**src/rtl/hazard_scoreboard_unit.sv**
```systemverilog
// rtl/hazard_scoreboard_unit.sv - ID-stage scoreboard hazard unit with per-operand forwarding selects
// Optional stall-cycle counter enabled by HAZARD_STATS_EN.
module hazard_scoreboard_unit #(
    parameter int REG_COUNT  = 16,
    parameter int REG_ADDR_W = 4,
    parameter int PIPE_DEPTH = 2,
    parameter int LOAD_LAT   = 1,
    parameter int SEL_W      = 2
) (
    input  logic                  clk,
    input  logic                  rst,
    input  logic                  freeze,
    input  logic                  flush,
    input  logic                  mode,
    input  logic                  id_valid,
    input  logic [REG_ADDR_W-1:0] src1,
    input  logic [REG_ADDR_W-1:0] src2,
    input  logic                  two_src,
    input  logic                  id_wb_en,
    input  logic [REG_ADDR_W-1:0] id_dest,
    input  logic                  id_mem_r_en,
    output logic                  hazard_detected,
    output logic [SEL_W-1:0]      fwd_sel1,
    output logic [SEL_W-1:0]      fwd_sel2,
    output logic [31:0]           stall_count
);

    localparam logic [SEL_W-1:0] DEPTH_V = SEL_W'(PIPE_DEPTH);
    localparam logic [SEL_W-1:0] SEL_BASE = SEL_W'(PIPE_DEPTH + 1);
    // A load result is still unforwardable while its count is above this threshold.
    localparam logic [SEL_W-1:0] LOAD_TH = SEL_W'(PIPE_DEPTH - LOAD_LAT);

    logic [SEL_W-1:0] cnt [REG_COUNT];
    logic             ld  [REG_COUNT];

    logic             live1, live2;
    logic             pend1, pend2;
    logic             ldhaz1, ldhaz2;
    logic [SEL_W-1:0] c1, c2;
    logic             issue;

    always_comb begin
        c1     = cnt[src1];
        c2     = cnt[src2];
        live1  = id_valid & ~rst;
        live2  = id_valid & two_src & ~rst;
        pend1  = live1 & (c1 != '0);
        pend2  = live2 & (c2 != '0);
        ldhaz1 = pend1 & ld[src1] & (c1 > LOAD_TH);
        ldhaz2 = pend2 & ld[src2] & (c2 > LOAD_TH);

        hazard_detected = 1'b0;
        fwd_sel1        = '0;
        fwd_sel2        = '0;
        if (mode) begin
            hazard_detected = ldhaz1 | ldhaz2;
            if (!(ldhaz1 | ldhaz2)) begin
                if (pend1) fwd_sel1 = SEL_BASE - c1;
                if (pend2) fwd_sel2 = SEL_BASE - c2;
            end
        end else begin
            hazard_detected = pend1 | pend2;
        end
    end

    assign issue = id_valid & id_wb_en & ~hazard_detected & ~flush & ~freeze;

    always_ff @(posedge clk) begin
        if (rst) begin
            for (int i = 0; i < REG_COUNT; i++) begin
                cnt[i] <= '0;
                ld[i]  <= 1'b0;
            end
        end else if (!freeze) begin
            for (int i = 0; i < REG_COUNT; i++) begin
                if (cnt[i] != '0) cnt[i] <= cnt[i] - 1'b1;
            end
            // Placed after the decrement loop so a new write to the same register wins.
            if (issue) begin
                cnt[id_dest] <= DEPTH_V;
                ld[id_dest]  <= id_mem_r_en;
            end
        end
    end

`ifdef HAZARD_STATS_EN
    logic [31:0] stall_q;

    always_ff @(posedge clk) begin
        if (rst) begin
            stall_q <= '0;
        end else if (!freeze && hazard_detected && stall_q != 32'hFFFF_FFFF) begin
            stall_q <= stall_q + 32'd1;
        end
    end

    assign stall_count = stall_q;
`else
    assign stall_count = 32'd0;
`endif

endmodule

```
**config.mk**
```make
export PLATFORM = sky130hd
export DESIGN_NAME = hazard_scoreboard_unit
export DESIGN_NICKNAME = d
export VERILOG_FILES = /design/src/rtl/hazard_scoreboard_unit.sv
export SDC_FILE = /design/constraint.sdc
export NUM_CORES = 1
export LEC_CHECK = 0
export CORE_ASPECT_RATIO = 0.8
export CORE_MARGIN = 8
export CORE_UTILIZATION = 59
export DETAILED_ROUTE_END_ITERATION = 10
export GPL_TIMING_DRIVEN = 0
export PLACE_DENSITY = 0.87
export SYNTH_ARGS = -nofsm -noshare
export SYNTH_HDL_FRONTEND = slang
export SYNTH_SLANG_ARGS = --single-unit
```
**constraint.sdc**
```tcl
create_clock -name clk -period 5 [get_ports clk]
set_clock_uncertainty 0.1 [all_clocks]
set_input_delay 0.5 -clock clk [delete_from_list [all_inputs] [get_ports clk]]
set_output_delay 0.5 -clock clk [all_outputs]
set_load 0.02 [all_outputs]
```
**Yosys cells after proc, flatten, opt, wreduce, memory -nomap -nowiden**

Memory sizes are Yosys's and may differ from the RTL's.
Cells that the tools add are included.

- $add $sub $neg: 18
- $lt $le $gt $ge: 2
- Mux-type cells: 96
- Bitwise logic cells: 35
- Reductions and logical operators: 19

Operators with widths:

| operator | count |
|---|---|
| 1-bit two-way mux | 73 |
| 2-bit two-way mux | 22 |
| 2-bit nonzero test | 18 |
| 2-bit by 1-bit subtractor with 2-bit output (second input constant) | 16 |
| 1-bit OR | 18 |
| 1-bit bitwise AND | 13 |
| 2-bit by 1-bit > comparator with 1-bit output (second input constant) | 2 |
| 4-bit two-way mux | 1 |
| 1-bit inverter | 4 |
| 2-bit subtractor (first input constant) | 2 |
| 1-bit OR reduction | 1 |

- Flip-flop bits (word level): 0
- Memory bits (writable): 48
- Input port bits: 21
- Memories: 2

Memory list:

| memory | depth | width | rd ports | clocked after Yosys merged registers in | write ports | line | text |
|---|---|---|---|---|---|---|---|
| cnt | 16 | 2 | 18 | 0 | 17 | 33 | `logic [SEL_W-1:0] cnt [REG_COUNT];` |
| ld | 16 | 1 | 2 | 0 | 16 | 34 | `logic ld [REG_COUNT];` |

**Longest topological paths before layout**

Gate-level depths: netlist (run 1).

- Word-level depth: 17
- Gate-level depth with buffers: 11

**Least setup slack after synthesis (run 1)**

OpenSTA, ideal clock, no wires.

- Path kind: input to output
- From: in src2[0]
- To: out fwd_sel1[1]
- Arrival time: 2490 ps
- Path slack: 1910 ps
- Cell stages on the path: 5
- Buffers on the path: 1
- Cell sequence: buf_2 mux4_2 mux4_2 a211oi_1 nor3b_1

- Longest elaborated chain between the ends: 8
- Elaborated cells between the ends (all ways): 10
- Those cells by class: order compare (1); mux (2); bitwise (4); reduce/logical (1); memory (2)

RTL lines:

| element | line | text |
|---|---|---|
| start: declaration | 17 | `input logic [REG_ADDR_W-1:0] src2,` |
| memory read 16 x 2 bit | n/a |  |
| 2-bit nonzero test | 48 | `pend2 = live2 & (c2 != '0);` |
| 1-bit bitwise AND | 48 |  |
| 1-bit bitwise AND | 50 | `ldhaz2 = pend2 & ld[src2] & (c2 > LOAD_TH);` |
| 1-bit bitwise AND * | 50 |  |
| 1-bit OR * | 57 | `if (!(ldhaz1 \| ldhaz2)) begin` |
| 2-bit two-way mux * | 57 |  |
| 2-bit two-way mux * | 55 | `if (mode) begin` |
| end: declaration | 23 | `output logic [SEL_W-1:0] fwd_sel1,` |

Mark *: on every way between the ends. The rest lies on a longest branch, timed or not.

**Final worst setup path (run 1)**

- From: in src1[0]
- To: out hazard_detected

- Longest elaborated chain between the ends: 7
- Elaborated cells between the ends (all ways): 10
- Those cells by class: order compare (1); mux (1); bitwise (5); reduce/logical (1); memory (2)

RTL lines:

| element | line | text |
|---|---|---|
| start: declaration | 16 | `input logic [REG_ADDR_W-1:0] src1,` |
| memory read 16 x 2 bit | n/a |  |
| 2-bit nonzero test | 47 | `pend1 = live1 & (c1 != '0);` |
| 1-bit bitwise AND | 47 |  |
| 1-bit bitwise AND (2 in series) | 49 | `ldhaz1 = pend1 & ld[src1] & (c1 > LOAD_TH);` |
| 1-bit OR | 56 | `hazard_detected = ldhaz1 \| ldhaz2;` |
| 1-bit two-way mux * | 55 |  |
| end: declaration | 22 | `output logic hazard_detected,` |

Marked as above.

==> results of run 1 <==
==> cell usage after synthesis (2+ instances only) <==
library cell / count / share of area
a221oi_1: 4 / 0.0095
a22oi_1: 3 / 0.0061
and3_1: 3 / 0.0051
buf_2: 5 / 0.0068
buf_4: 32 / 0.065
buf_6: 4 / 0.012
clkbuf_1: 13 / 0.013
dfxtp_1: 32 / 0.17
edfxtp_1: 16 / 0.13
ha_1: 16 / 0.054
inv_1: 35 / 0.036
mux2i_1: 11 / 0.030
mux4_1: 5 / 0.036
mux4_2: 16 / 0.098
nand2_1: 46 / 0.047
nand2b_1: 4 / 0.0068
nand3_1: 3 / 0.0041
nor2_1: 24 / 0.024
nor2b_1: 5 / 0.0085
nor3_1: 9 / 0.012
nor3b_1: 4 / 0.0082
nor4_1: 6 / 0.010
nor4b_1: 5 / 0.012
o211a_1: 16 / 0.043
o211ai_1: 14 / 0.029
o21ai_0: 34 / 0.046
o22ai_1: 2 / 0.0034
or3_1: 2 / 0.0034
xnor2_1: 16 / 0.038
==> final timing paths <==
path	from	to	depth (start not counted)
worst max-delay path	src1[0]	hazard_detected	11
worst min-delay path	cnt[2][1]$_SDFFE_PP1P_	cnt[2][1]$_SDFFE_PP1P_	2
worst max register to register	cnt[14][1]$_SDFFE_PP1P_	ld[9]$_SDFFCE_PN0P_	9
worst min register to register	cnt[2][1]$_SDFFE_PP1P_	cnt[2][1]$_SDFFE_PP1P_	2
==> through the flow <==
stage | setup slack, ns | hold slack (ns) | util
floorplan | 1.91 | 0.412 | -
global placement | 0.821 | 0.440 | 0.685
detailed placement | 0.779 | 0.457 | 0.685
CTS | 0.768 | 0.483 | 0.702
global route | 0.644 | 0.521 | 0.702
finish | 0.732 | 0.489 | 0.702
==> worst max-delay path, cell delays in order <==
cell and delay, ns:
clkdlybuf4s50_1 0.61, buf_6 0.22, mux4_2 0.52, mux2i_1 0.17, mux2i_1 0.17, a31o_2 0.32
o2111ai_2 0.08, o211ai_2 0.12, buf_6 0.17, buf_2 0.20, clkdlybuf4s50_1 0.58
==> state kept, by name (all words and copies together) (netlist names) <==
| register | cells |
|---|---|
| ld | 16 |
| cnt | 32 |
==> routing by layer <==
layer / GRT usage / vias to the layer above / wire length [um]
met3: 0.0697 / 30 / 1290
met4: 0.114 / 0 / 340
li1: - / 1490 / -
met1: 0.281 / 1499 / 3940
met5: 0 / - / 0
met2: 0.360 / 222 / 4580
==> logic make-up after synthesis <==
group,Yosys count
AO/OA/AOI/OAI,81
XOR/XNOR,16
adder cells (fa/ha/maj),16
buffers and inverters,90
flip-flops,48
multiplexers,32
other,1
AND/OR/NAND/NOR,114
==> cell type report <==
class | instances | share of cell area
Multi-Input combinational cell | 291 | 0.521
Inverter | 35 | 0.0313
Timing Repair Buffer | 19 | 0.0453
Buffer | 55 | 0.0865
Clock buffer | 7 | 0.0233
Sequential cell | 48 | 0.267
Tap cell | 81 | 0.0242
Clock inverter | 1 | 0.00119
==> where the power goes <==
part	leakage, nW	internal [mW]	switching, mW
sequential	0.422	0.445	0.0423
combinational	1.21	0.166	0.194
clock	0.0534	0.128	0.132
total	1.69	0.740	0.368
==> impl_metrics.json, run 1 <==
{
  "status": "complete, no violations",
  "dp_hpwl_um": 8130,
  "cts_buffers": 5,
  "synthMuxAreaShare": 0.163,
  "drc": 0,
  "cp-end-kind": "primary output",
  "multiInputGateArea_um2": 2180,
  "grt_overflow": 0,
  "cts_tree": "yes",
  "ff_latch_area_um2": 1120,
  "drive_gt1_frac": 0.149,
  "synthSimpleGateAreaFrac": 0.147,
  "area_growth_pct": 13.9,
  "htreeDepth": 2,
  "stdcell_count": 537,
  "clkSinkCount": 48,
  "startpoint_type": "input port",
  "start_util": 0.617,
  "grt_pass1_wl_um": 16400,
  "power_leakage_nw": 1.69,
  "clock-root-buffer": "clkbuf_8",
  "cp_max_fo": 10,
  "crit_arrival_ns": 3.67,
  "clk_latency_ns": 0.31,
  "die_area_um2": 9040,
  "wl_per_cell_um": 18.9,
  "nets": 492,
  "worstPathRequired_ns": 4.40,
  "antenna_found_initial": 0,
  "totalWireLength_um": 10100,
  "grt_max_degree": 15,
  "vias": 3241,
  "fillCellCount": 489,
  "fin_area_um2": 4190,
  "synth-edff-count": 16,
  "syn_inst": 398,
  "synth_flop_cell": "dfxtp_1",
  "r2r_setup_slack_ns": 2.11,
  "holdCritPathClass": "reg2reg",
  "antenna_left": 0,
  "io_buffers": 19,
  "gp_congestion": 1.01,
  "dpl-instance-area_um2": 4090,
  "finalSetupViolations": 0,
  "cts_hold_buf": 0,
  "yosysWarnings": 0,
  "drt-pass1-iter-count": 6,
  "p_total_mw": 1.11,
  "rsz0062_at_grt": "no",
  "async_flop_share": 0,
  "hold_viol": 0,
  "final-max-slew-violation-count": 0,
  "mostFrequentLayoutCells": "nand2_1, inv_1, o21ai_0",
  "grt_pass1_vias": 3145,
  "crit_type": "in2out",
  "die_h_um": 86.7,
  "core_region_area_um2": 5970,
  "drv_cap": 0,
  "clockBufferDepth": 2,
  "gr-usage-all-layers": 0.229,
  "cts_setup_buffers": 0,
  "via_per_inst": 6.04,
  "syn-cell-area_um2": 3680,
  "worstMarginPinSlew_ns": 0.660,
  "clk_pin_slew_ns": 0.09,
  "floorplan.io_pins": 58,
  "synth_top_family_by_area": "multiplexers",
  "fin_setup_tns_ns": 0,
  "fmax_mhz": 234,
  "slew_headroom": 0.560,
  "synth_compound_area_frac": 0.157,
  "n_antenna_cell": 0,
  "dp.cells": 529,
  "p_per_area_nw_per_um2": 264,
  "fin_crit_sh": 0.854,
  "fp-row-count": 25,
  "avgSynthCellArea_um2": 9.26,
  "synth_xor_area_frac": 0.0380,
  "die_x_um": 104,
  "ir_worst_vdd_mv": 0.220,
  "final_common_cell": "nand2_1",
  "ctsResizeCount": 0,
  "drt_iter0_drc": 349,
  "yosysSeqAreaShare": 0.304,
  "synth_cell_types": 42,
  "synthAdderAreaFrac": 0.0543,
  "fin_crit_ns": 4.27,
  "ys_seq_elements": 48
}
Note: power is estimated with default switching activity, not from simulation.
==> run 2: changes to the inputs <==
--- a/config.mk
+++ b/config.mk
@@ -5,9 +5,10 @@
 export SDC_FILE = /design/constraint.sdc
 export NUM_CORES = 1
 export LEC_CHECK = 0
-export CORE_ASPECT_RATIO = 0.8
+export CORE_ASPECT_RATIO = 1.2
 export CORE_MARGIN = 8
 export CORE_UTILIZATION = 59
+export CTS_BUF_LIST = sky130_fd_sc_hd__clkbuf_8 sky130_fd_sc_hd__clkbuf_16
 export DETAILED_ROUTE_END_ITERATION = 10
 export GPL_TIMING_DRIVEN = 0
 export PLACE_DENSITY = 0.87
==> impl_metrics.json, run 2 (synthesis results as in run 1) <==
{
  "clock-root-buffer": "clkbuf_8",
  "cpPeakStageDelay_ns": 0.62,
  "slew_headroom": 0.540,
  "hp-start": "cnt[8][1]$_SDFFE_PP1P_",
  "power_leakage_nw": 1.68,
  "fin_setup_tns_ns": 0,
  "drt-pass1-iter-count": 6,
  "stdcell_count": 538,
  "clkSinkCount": 48,
  "grt_pass1_wl_um": 16100,
  "grt_pass1_vias": 3254,
  "cp_top_family": "buffers and inverters",
  "p_per_area_nw_per_um2": 260,
  "crit_type": "in2out",
  "fin_crit_sh": 0.853,
  "rr_startpoint": "cnt[11][1]$_SDFFE_PP1P_",
  "top_regs": "cnt (32), ld (16)",
  "via_per_inst": 6.18,
  "ir_worst_vdd_mv": 0.157,
  "fin_crit_ns": 4.26,
  "gr-usage-all-layers": 0.232,
  "finalSetupViolations": 0,
  "clk_latency_ns": 0.31,
  "holdCritPathClass": "reg2reg",
  "clk_pin_slew_ns": 0.09,
  "mostFrequentLayoutCells": "nand2_1, inv_1, o21ai_0",
  "crit_arrival_ns": 3.66,
  "p_total_mw": 1.09,
  "drv_cap": 0,
  "cts_setup_buffers": 0,
  "fillCellCount": 457,
  "drc": 0,
  "floorplan.io_pins": 58,
  "start_util": 0.609,
  "clockBufferDepth": 2,
  "area_growth_pct": 13.5,
  "die_h_um": 103,
  "wl_per_cell_um": 18.8,
  "drt_iter0_drc": 416,
  "multiInputGateArea_um2": 2180,
  "die_area_um2": 9040,
  "totalWireLength_um": 10100,
  "cts_buffers": 5,
  "grt_max_degree": 16,
  "drive_gt1_frac": 0.151,
  "top_register": "cnt",
  "startpoint_type": "input port",
  "setup_slack_ns": 0.737,
  "cp_max_fo": 10,
  "final_common_cell": "nand2_1",
  "path_cells": "clkdlybuf4s50_1 -> buf_6 -> mux4_1 -> a22oi_1 -> and3_1 -> nor2_1 -> o21ai_1 -> o211ai_2 -> buf_6 -> buf_2 -> clkdlybuf4s50_1",
  "largest_reg_flops": 32,
  "pre_cts_ws_ns": 0.806,
  "grt_overflow": 0,
  "crit_slowest_cell": "mux4_1",
  "status": "complete, no violations",
  "critPathBufInv": 5,
  "ctsResizeCount": 0,
  "worstMarginPinSlew_ns": 0.688,
  "antenna_found_initial": 0,
  "n_antenna_cell": 0,
  "cts_tree": "yes",
  "dp.cells": 530,
  "htreeDepth": 2,
  "final-max-slew-violation-count": 0,
  "ff_latch_area_um2": 1120,
  "final_util": 0.691,
  "fmax_mhz": 235,
  "io_buffers": 19,
  "cts_hold_buf": 0,
  "gp_congestion": 0.938,
  "crit_start": "src1[0]",
  "antenna_left": 0,
  "fp-row-count": 31,
  "worstPathRequired_ns": 4.40,
  "vias": 3325,
  "hold_viol": 0,
  "core_region_area_um2": 6050,
  "cp-end-kind": "primary output",
  "die_x_um": 88.1,
  "r2r_setup_slack_ns": 2.06,
  "rsz0062_at_grt": "no",
  "dp_hpwl_um": 7860,
  "nets": 492
}
[run 2: cell type report]
cell class                      count  area share
Buffer                             55      0.0868
Clock buffer                        5      0.0165
Clock inverter                      3     0.00449
Inverter                           35      0.0314
Multi-Input combinational cell    291       0.523
Sequential cell                    48       0.268
Tap cell                           82      0.0245
Timing Repair Buffer               19      0.0455
[run 2: final timing paths]
kind / end / depth (start not counted)
max reg2reg: ld[11]$_SDFFCE_PN0P_ / 9
min reg2reg: cnt[8][1]$_SDFFE_PP1P_ / 2
max: hazard_detected / 11
min: cnt[8][1]$_SDFFE_PP1P_ / 2
[run 2: worst min-delay path: stages (launching register included)]
cell      delay (ns)
dfxtp_1         0.38
o211ai_1        0.11
o21ai_0         0.07
[run 2: per-stage QoR]
| stage | hold slack (ns) | area, um^2 |
|---|---|---|
| floorplan | 0.412 | 3800 |
| CTS | 0.471 | 4180 |
| global route | 0.508 | 4180 |
| detailed placement | 0.448 | 4090 |
| finish | 0.492 | 4180 |
| global placement | 0.436 | 4090 |
[run 2: power breakdown]
| part | leakage (nW) | switching, mW | internal [mW] |
|---|---|---|---|
| sequential | 0.422 | 0.0400 | 0.445 |
| clock | 0.0479 | 0.140 | 0.0979 |
| combinational | 1.21 | 0.197 | 0.167 |
| total | 1.68 | 0.377 | 0.710 |
[run 2: per-layer routing]
layer | vias up | wire length (um) | track usage
li1 | 1492 | - | -
met1 | 1540 | 3510 | 0.256
met2 | 238 | 5080 | 0.415
met3 | 55 | 1100 | 0.0486
met4 | 0 | 415 | 0.108
met5 | - | 0 | 0
==> run 3: changes to the inputs <==
--- a/config.mk
+++ b/config.mk
@@ -7,11 +7,11 @@
 export LEC_CHECK = 0
 export CORE_ASPECT_RATIO = 1.2
 export CORE_MARGIN = 8
-export CORE_UTILIZATION = 59
-export CTS_BUF_LIST = sky130_fd_sc_hd__clkbuf_8 sky130_fd_sc_hd__clkbuf_16
+export CORE_UTILIZATION = 60
+export CTS_BUF_LIST = sky130_fd_sc_hd__clkbuf_4
 export DETAILED_ROUTE_END_ITERATION = 10
 export GPL_TIMING_DRIVEN = 0
-export PLACE_DENSITY = 0.87
+export PLACE_DENSITY = 0.88
 export SYNTH_ARGS = -nofsm -noshare
 export SYNTH_HDL_FRONTEND = slang
 export SYNTH_SLANG_ARGS = --single-unit
==> impl_metrics.json, run 3 (synthesis results as in run 1) <==
{
  "status": "complete, no violations",
  "worstMarginPinSlew_ns": 0.577,
  "top_regs": "cnt (32), ld (16)",
  "cp_max_fo": 10,
  "final-max-slew-violation-count": 0,
  "fillCellCount": 480,
  "io_buffers": 19,
  "die_area_um2": 8910,
  "antenna_found_initial": 0,
  "crit_arrival_ns": 3.64,
  "clock-root-buffer": "clkbuf_4",
  "rsz0062_at_grt": "no",
  "p_int_mw": 0.666,
  "fin_area_um2": 4150,
  "fin_setup_tns_ns": 0,
  "swShare": 0.357,
  "wl_per_cell_um": 18.3,
  "via_per_inst": 6.08,
  "antenna_left": 0,
  "clk_pin_slew_ns": 0.16,
  "crit_type": "in2out",
  "hold_viol": 0,
  "mostFrequentLayoutCells": "nand2_1, inv_1, o21ai_0",
  "totalWireLength_um": 9830,
  "drive_gt1_frac": 0.151,
  "fin_crit_sh": 0.849,
  "floorplan.io_pins": 58,
  "p_per_area_nw_per_um2": 250,
  "ctsResizeCount": 0,
  "cts_buffers": 5,
  "pwr-share-comb": 0.344,
  "dp_hpwl_um": 7750,
  "clockBufferDepth": 2,
  "fin_crit_ns": 4.24,
  "seq_power_share": 0.472,
  "grt_max_degree": 16,
  "clk_latency_ns": 0.38,
  "switchingPower_mw": 0.370,
  "finalSetupViolations": 0,
  "drt-pass1-iter-count": 5,
  "cts_setup_buffers": 0,
  "start_util": 0.617,
  "grt_overflow": 0,
  "n_antenna_cell": 0,
  "clkSinkCount": 48,
  "gp_congestion": 1.00,
  "holdCritPathClass": "reg2reg",
  "htreeDepth": 2,
  "area_growth_pct": 12.6,
  "grt_pass1_vias": 3147,
  "cts_hold_buf": 0,
  "ir_worst_vdd_mv": 0.164,
  "dpl-instance-area_um2": 4090,
  "drt_iter0_drc": 309,
  "power_leakage_nw": 1.66,
  "drc": 0,
  "core_region_area_um2": 5970,
  "die_x_um": 87.5,
  "largest_reg_flops": 32,
  "nets": 492,
  "slew_headroom": 0.614,
  "gr-usage-all-layers": 0.220,
  "clockPowerShare": 0.184,
  "fmax_mhz": 236,
  "final_common_cell": "nand2_1",
  "top_register": "cnt",
  "vias": 3273,
  "die_h_um": 102,
  "cp-end-kind": "primary output",
  "fp-row-count": 31,
  "drv_cap": 0,
  "cts_tree": "yes",
  "worstPathRequired_ns": 4.40,
  "r2r_setup_slack_ns": 2.13,
  "startpoint_type": "input port",
  "grt_pass1_wl_um": 15000
}
run 3: changes by cell type in the layout (fill, tap and decap cells not counted):
cell        delta
inv_4          +1
clkinv_4       -1
inv_2          +1
clkbuf_8       -5
clkbuf_4       +5
clkinv_2       -2
clkinvlp_4     +1
run 3: through the flow:
step	total power, mW	util	instances	hold WS, ns	setup slack (ns)
final	1.04	0.694	538	0.500	0.755
after global routing	1.09	0.694	538	0.541	0.683
after CTS	1.02	0.694	538	0.495	0.807
after detailed placement	0.841	0.685	530	0.457	0.821
after global placement	0.822	0.685	530	0.442	0.868
after floorplan	0.754	-	429	0.412	1.91
run 3: area by class of cell:
| class | instances | area [um^2] | share of cell area |
|---|---|---|---|
| clock inverters | 3 | 17.5 | 0.00422 |
| plain buffers | 55 | 363 | 0.0875 |
| inverters | 35 | 131 | 0.0317 |
| flip-flops and latches | 48 | 1120 | 0.270 |
| clock buffers | 5 | 37.5 | 0.00905 |
| repair buffers | 19 | 190 | 0.0459 |
| well taps | 82 | 103 | 0.0247 |
| multi-input cells | 291 | 2180 | 0.527 |
run 3: worst paths after layout:
kind                      startpoint                endpoint  cells past startpoint
min reg2reg   cnt[7][1]$_SDFFE_PP1P_  cnt[7][1]$_SDFFE_PP1P_                      2
max                          src1[0]         hazard_detected                     11
max reg2reg  cnt[14][1]$_SDFFE_PP1P_     ld[1]$_SDFFCE_PN0P_                      9
min           cnt[7][1]$_SDFFE_PP1P_  cnt[7][1]$_SDFFE_PP1P_                      2
run 3: power groups by stage:
stage	sequential, mW	clock, mW	combinational, mW
CTS	0.485	0.188	0.351
floorplan	0.476	0	0.277
detailed placement	0.494	0	0.347
global placement	0.490	0	0.332
finish	0.489	0.191	0.356
global route	0.492	0.206	0.391
run 3: routing by layer:
layer,share of wire,track usage,up-vias,wire length (um)
met5,0,0,-,0
met2,0.49,0.378,210,4820
met4,0.049,0.154,0,478
li1,-,-,1492,-
met3,0.10,0.0459,36,995
met1,0.36,0.236,1535,3530
run 3: critical path: stages:
cell	delay [ns]
clkdlybuf4s50_1	0.62
buf_6	0.23
mux4_1	0.63
a22oi_1	0.19
and3_1	0.23
nor2_1	0.05
o21ai_1	0.14
o211ai_2	0.13
buf_6	0.17
buf_2	0.19
clkdlybuf4s50_1	0.56
